==> src/rtl/div_seq.sv <==
// div_seq: multi-cycle radix-2 restoring divider for the execute stage.
// Accepts DIV/DIVU, stalls the pipeline until the {remainder, quotient}
// result is ready, honours annul, and short-cuts divide-by-zero.
//
// state  | meaning
// -------+---------------------------------------------------------
// FREE   | idle, waiting for start_i
// BYZERO | divisor was zero; clear the working register
// ON     | iterating (cnt 0..31), sign fix when cnt reaches 32
// END    | result presented; hold until start_i drops
module div_seq (
    input  logic        clk,
    input  logic        rst,
    input  logic        start_i,
    input  logic        signed_i,
    input  logic [31:0] opdata1_i,
    input  logic [31:0] opdata2_i,
    input  logic        annul_i,
    output logic        stallreq_o,
    output logic        ready_o,
    output logic [63:0] result_o
);

    typedef enum logic [1:0] {
        S_FREE   = 2'd0,
        S_BYZERO = 2'd1,
        S_ON     = 2'd2,
        S_END    = 2'd3
    } state_t;

    state_t      state, state_nxt;
    logic [5:0]  cnt, cnt_nxt;
    logic [64:0] dividend, dividend_nxt;
    logic [31:0] divisor, divisor_nxt;
    logic        sgn, sgn_nxt;
    logic        s1, s1_nxt;
    logic        s2, s2_nxt;
    logic        ready_nxt;
    logic [63:0] result_nxt;

    logic [32:0] diff;
    logic [31:0] op1_mag, op2_mag;
    logic [31:0] q_fix, r_fix;

    // Magnitudes and the trial subtraction; the sign fix works on the
    // quotient in [31:0] and the remainder in [64:33].
    assign op1_mag = (signed_i && opdata1_i[31]) ? (32'd0 - opdata1_i) : opdata1_i;
    assign op2_mag = (signed_i && opdata2_i[31]) ? (32'd0 - opdata2_i) : opdata2_i;
    assign diff    = dividend[64:32] - {1'b0, divisor};
    assign q_fix   = (sgn && (s1 ^ s2)) ? (32'd0 - dividend[31:0])  : dividend[31:0];
    assign r_fix   = (sgn && s1)        ? (32'd0 - dividend[64:33]) : dividend[64:33];

    // Stall EX while a request is outstanding and no result is up yet.
    assign stallreq_o = start_i & ~ready_o & ~annul_i;

    // State register.
    always_ff @(posedge clk or negedge rst) begin
        if (!rst) state <= S_FREE;
        else      state <= state_nxt;
    end

    // Next-state and datapath update decisions.
    always_comb begin
        state_nxt    = state;
        cnt_nxt      = cnt;
        dividend_nxt = dividend;
        divisor_nxt  = divisor;
        sgn_nxt      = sgn;
        s1_nxt       = s1;
        s2_nxt       = s2;
        ready_nxt    = ready_o;
        result_nxt   = result_o;
        unique case (state)
            S_FREE: begin
                if (start_i && !annul_i) begin
                    if (opdata2_i == 32'd0) begin
                        state_nxt = S_BYZERO;
                    end else begin
                        state_nxt    = S_ON;
                        cnt_nxt      = 6'd0;
                        dividend_nxt = {32'd0, op1_mag, 1'b0};
                        divisor_nxt  = op2_mag;
                        sgn_nxt      = signed_i;
                        s1_nxt       = opdata1_i[31];
                        s2_nxt       = opdata2_i[31];
                    end
                end
            end
            S_BYZERO: begin
                dividend_nxt = 65'd0;
                if (annul_i) begin
                    state_nxt = S_FREE;
                end else begin
                    state_nxt  = S_END;
                    ready_nxt  = 1'b1;
                    result_nxt = 64'd0;
                end
            end
            S_ON: begin
                if (annul_i) begin
                    state_nxt = S_FREE;
                end else if (cnt != 6'd32) begin
                    if (diff[32]) dividend_nxt = {dividend[63:0], 1'b0};
                    else          dividend_nxt = {diff[31:0], dividend[31:0], 1'b1};
                    cnt_nxt = cnt + 6'd1;
                end else begin
                    // Result is registered on the same edge the sign fix lands.
                    dividend_nxt = {r_fix, 1'b0, q_fix};
                    result_nxt   = {r_fix, q_fix};
                    ready_nxt    = 1'b1;
                    state_nxt    = S_END;
                end
            end
            S_END: begin
                if (!start_i) begin
                    state_nxt  = S_FREE;
                    ready_nxt  = 1'b0;
                    result_nxt = 64'd0;
                end
            end
            default: state_nxt = S_FREE;
        endcase
    end

    // Datapath and output registers.
    always_ff @(posedge clk or negedge rst) begin
        if (!rst) begin
            cnt      <= 6'd0;
            dividend <= 65'd0;
            divisor  <= 32'd0;
            sgn      <= 1'b0;
            s1       <= 1'b0;
            s2       <= 1'b0;
            ready_o  <= 1'b0;
            result_o <= 64'd0;
        end else begin
            cnt      <= cnt_nxt;
            dividend <= dividend_nxt;
            divisor  <= divisor_nxt;
            sgn      <= sgn_nxt;
            s1       <= s1_nxt;
            s2       <= s2_nxt;
            ready_o  <= ready_nxt;
            result_o <= result_nxt;
        end
    end

endmodule

==> config.mk <==
export PLATFORM = sky130hd
export DESIGN_NAME = div_seq
export DESIGN_NICKNAME = d
export VERILOG_FILES = /design/src/rtl/div_seq.sv
export SDC_FILE = /design/constraint.sdc
export NUM_CORES = 1
export LEC_CHECK = 0
export CAP_MARGIN = 25
export CORE_UTILIZATION = 48
export CTS_BUF_LIST = sky130_fd_sc_hd__clkbuf_2
export CTS_CLUSTER_SIZE = 10
export DETAILED_ROUTE_END_ITERATION = 6
export DONT_BUFFER_PORTS = 1
export GPL_TIMING_DRIVEN = 0
export PLACE_DENSITY = 0.67
export SKIP_CTS_REPAIR_TIMING = 1
export SLEW_MARGIN = 10
export SYNTH_ARGS = -nofsm -noshare
export SYNTH_HDL_FRONTEND = slang
export SYNTH_SLANG_ARGS = --single-unit
==> constraint.sdc <==
create_clock -name clk -period 3.5 [get_ports clk]
set_clock_uncertainty 0.2 [all_clocks]
set_input_delay 0.175 -clock clk [delete_from_list [all_inputs] [get_ports clk]]
set_output_delay 0.175 -clock clk [all_outputs]
set_load 0.02 [all_outputs]
======== Yosys cells after proc, flatten, opt, wreduce, memory -nomap -nowiden ========
Cells that the tools add are included.
Widths: inputs -> output; s select.
cells by class
  add/subtract/negate cells ............... 6
  equality and inequality tests ........... 12
  multiplexer cells ....................... 32
  bitwise operators ....................... 6
  reduce and logical (&&, ||, !) cells .... 16
operator list
  cell                   number
  $mux 65                5
  $mux 64                4
  $pmux 65 s3            1
  $pmux 64 s3            1
  $mux 32                4
  $sub 1x32->32 const A  4
  $sub 33x32->33         1
  $logic_not 32->1       1
  $mux 6                 4
  $ne 2x2->1 const B     7
  $mux 2                 6
  $pmux 6 s2             1
  $reduce_and 5->1       2
  $pmux 2 s4             1
  $add 6x1->6 const B    1
  $ne 6x6->1 const B     1
  $reduce_and 3->1       2
  $reduce_bool 3->1      2
  $logic_and 1x1->1      5
  $eq 2x2->1 const B     2
  $mux 1                 4
  $reduce_and 4->1       1
  $ne 3x3->1 const B     1
  $not 1->1              3
  7 further kinds        8
word-level totals
  bits in registers ....................... 173
  logic and storage cells ................. 81

======== Depth between registers and ports, before layout ========
  depth after elaboration ................. 6
  gate-level depth with buffers ........... 14
  mapped depth without buffers ............ 12

======== Worst setup path before layout ========
No wires, ideal clock.
  path kind ............................... reg-to-reg
  start ................................... register dividend[32]
  end ..................................... register dividend[38]
  library setup time ...................... 0.134 ns
  data arrival time ....................... 3.249 ns
  data required time ...................... 3.166 ns
  path slack .............................. -0.083 ns
  stages on the path, launching flop included .. 14
  clock period less this slack ............ 3.583 ns
  cell sequence ........................... dfrtp_1 > inv_1 > ha_1 > fa_1 > nand2b_1 > a21o_1 > a2111oi_0 > o211ai_1 > nand3_1 > xor2_1 > buf_2 > buf_1 > mux2i_1 > o22ai_1
between the ends
  word-level cells in the longest chain between the ends .. 5
ends and longest elaborated chain
  element                 RTL line  text
  from (decl)             33        logic [64:0] dividend, dividend_nxt;
  from (signal assigned)  138       dividend <= dividend_nxt;
  $sub 33x32->33          49        assign diff = dividend[64:32] - {1'b0, divisor};
  $mux 65                 103       if (diff[32]) dividend_nxt = {dividend[63:0], 1'b0};
  $mux 65                 102       end else if (cnt != 6'd32) begin
  $mux 65                 100       if (annul_i) begin
  $pmux 65 s3             73        unique case (state)
Every way passes these cells. The select of a mux whose other input is x is not followed.
A chain may end at the register's enable or synchronous reset.

======== Worst setup path after layout ========
  start ................................... register dividend[12]
  end ..................................... register dividend[22]
between the ends
  word-level cells in the longest chain between the ends .. 5
ends and longest elaborated chain
  element        RTL line  text
  $sub 1x32->32  50        assign q_fix = (sgn && (s1 ^ s2)) ? (32'd0 - dividend[31:0]) : dividend[31:0];
  $mux 32        50
  $mux 65        102
  $mux 65        100
  $pmux 65 s3    73
Every way passes these cells. The select of a mux whose other input is x is not followed.

==> flow_summary.yaml <==
die:
  rows: 57
  start_util: 0.493
  die-area_um2: 25800
  fp.dieW_um: 161
  core_um2: 24500
  die_h_um: 161
  ioPinCount: 135
final_layout:
  final_nets: 1742
  stdcell_area_um2: 14400
  n_fill_cell: 2235
  areaGrowthSynthToFinish_pct: 18.9
  final_cell_mix: "169 x nand2_1, 169 x o21ai_0, 169 x dfrtp_1"
  drive_gt1_frac: 0.0731
critical_path:
  crit_end: "dividend[22]"
  setup.worst_path.end_class: "flop"
  reg2regPathDepth: 8
  start_kind: "flop"
  r2r-end: "dividend[22]"
  crit_path_max_fanout: 8
  critPathKind: "flop to flop"
  required_ns: 4.03
  regToRegStartpoint: "dividend[12]"
  worstPathArrival_ns: 4.10
  ff2ff_setup_slack_ns: -0.07
  crit_path_start: "dividend[12]"
drt:
  wl_per_cell_um: 20.8
  route.detailed.drc: 0
  dr.pass1.iters: 6
  ant_nets: 0
  drt_iter0_drc: 1225
  vias_per_cell: 6.10
  vias: 12000
  drt_wl_total_um: 40900
global_routing:
  grt_pass1_vias: 10800
  grt_pass1_wl_um: 60400
  grt-ovfl-total: 0
  track_usage: 0.300
  antenna_found_initial: 1
  grt_max_degree: 174
placement:
  dp_hpwl_um: 28900
  place.gp.congestion: 0.935
  place_area_um2: 12500
  port_buffers: 0
clock_network:
  clkLatencyLatePin_ns: 0.80
  cts_buffers: 17
  cts.sinks: 173
  cts.htree.levels: 4
  clockBufferDepth: 2
  clk_pin_slew_ns: 0.30
  cts_tree: "done"
  root_buffer: "clkbuf_2"
run:
  maxCapViolations: 0
run_status:
  violations: "negative hold slack, negative setup slack"
  status: "complete, but fails checks"
logic_synthesis:
  yosysWarnings: 0
  syn_area_per_cell_um2: 8.21
  ys_ff_latch: 173
  netlist_area_um2: 12100
  yosysSeqAreaShare: 0.358
  syn_nets: 1585
  synth-main-ff-cell: "dfrtp_1"
  synthArstFlopShare: 1.00
  netlist_instances: 1472
  synth.distinct_cells: 71
  synth_edf_count: 0
timing:
  timing.final.max_slew_violations: 0
  whs_ns: -1.19
  period_share: 1.02
  min_period_ns: 3.57
  max_freq_mhz: 280
  worstMarginPinSlew_ns: 0.973
  slew_headroom: 0.345
  fin_ws_ns: -0.0657
  hold_violations: 174
  setup_viol: 3
  setup-tns-final_ns: -0.0832
  rsz0062_at_grt: "true"
pwr:
  vdd_ir_drop_max_mv: 0.346
  power_density_nw_per_um2: 898
  total_leakage_power_nw: 6.00
  power_mw: 12.9
hold_path:
  holdCritPathClass: "primary input to asynchronous set/reset pin"
-- layout make-up --
cell class	count	area, µm²	share of cell area
diodes	1	2.50	0.000174
plain buffers	83	395	0.0275
clock buffers	19	95.1	0.00662
clock inverters	13	155	0.0108
inverters	60	225	0.0157
multi-input cells	1153	7340	0.511
flip-flops and latches	173	4330	0.302
well taps	324	405	0.0282
repair buffers	141	1420	0.0985
-- how the worst min path moves through the flow --
stage              endpoint  cells after the start  slack [ns]
3_3_place_gp   result_o[14]                      0       -0.32
5_1_grt        result_o[14]                      0       -1.30
3_5_place_dp   result_o[14]                      0       -0.32
4_1_cts        result_o[14]                      0       -1.26
6_report       result_o[14]                      0       -1.19
2_1_floorplan        cnt[0]                      0       -0.32
-- stage by stage --
stage          hold WS [ns]  setup slack (ns)  std cells  utilization
2_1_floorplan        -0.321            0.0584       1472            -
3_3_place_gp         -0.315            -0.922       1796        0.509
3_5_place_dp         -0.316            -0.977       1796        0.509
4_1_cts               -1.26             -1.03       1828        0.519
5_1_grt               -1.30            -0.100       1967        0.586
6_report              -1.19           -0.0657       1967        0.586
-- power by group --
part | leakage, nW | switching (mW) | internal, mW
clock | 0.150 | 0.796 | 0.355
combinational | 3.59 | 5.28 | 3.26
sequential | 2.25 | 0.672 | 2.54
-- flip-flops by register name, summed over array words and instances (netlist names) --
name	flops
s1	1
state	2
dividend	65
s2	1
ready_o	1
result_o	64
sgn	1
cnt	6
divisor	32
-- cells by family (layout without fill, tap and decap cells) --
family,after synthesis,count (layout),share of synthesized area
AOI/OAI and AO/OA,480,480,0.247
xor gates and xnor gates,145,145,0.105
adders and majority gates,44,44,0.0462
buffers and inverters,146,316,0.0487
DFF,173,173,0.358
muxes,19,19,0.0162
other,0,1,0
and+or+nand+nor,465,465,0.179
-- synth_stat cells (all sizes together) (17+ instances only) --
library cell    n  area (µm²)
buf            24         130
clkbuf         62         233
nand2         170         646
o21ai         179         896
ha             43         538
dfrtp         173        4330
nor2          131         494
nor3           39         195
a21oi         113         566
nand3          17        85.1
o31ai          22         165
nand2b         17         106
nor4           21         131
xnor2          80         701
xor2           65         569
inv            60         225
-- layer usage --
layer	part of all wire	global-route usage	wire length, µm
met4	0.025	0.0810	1020
met1	0.43	0.415	17600
met5	0	0	0
met2	0.46	0.479	18700
met3	0.088	0.0553	3580
-- critical path, stage by stage (launching register included) --
cell and delay (ns):
dfrtp_1 0.51, or4_1 0.56, or3_1 0.39, nand2b_1 0.15, clkbuf_1 0.24, o41ai_1 0.35, xor2_1 0.14, a2111oi_0 0.73
a221o_1 0.23
Note: power is estimated with default switching activity, not from simulation.
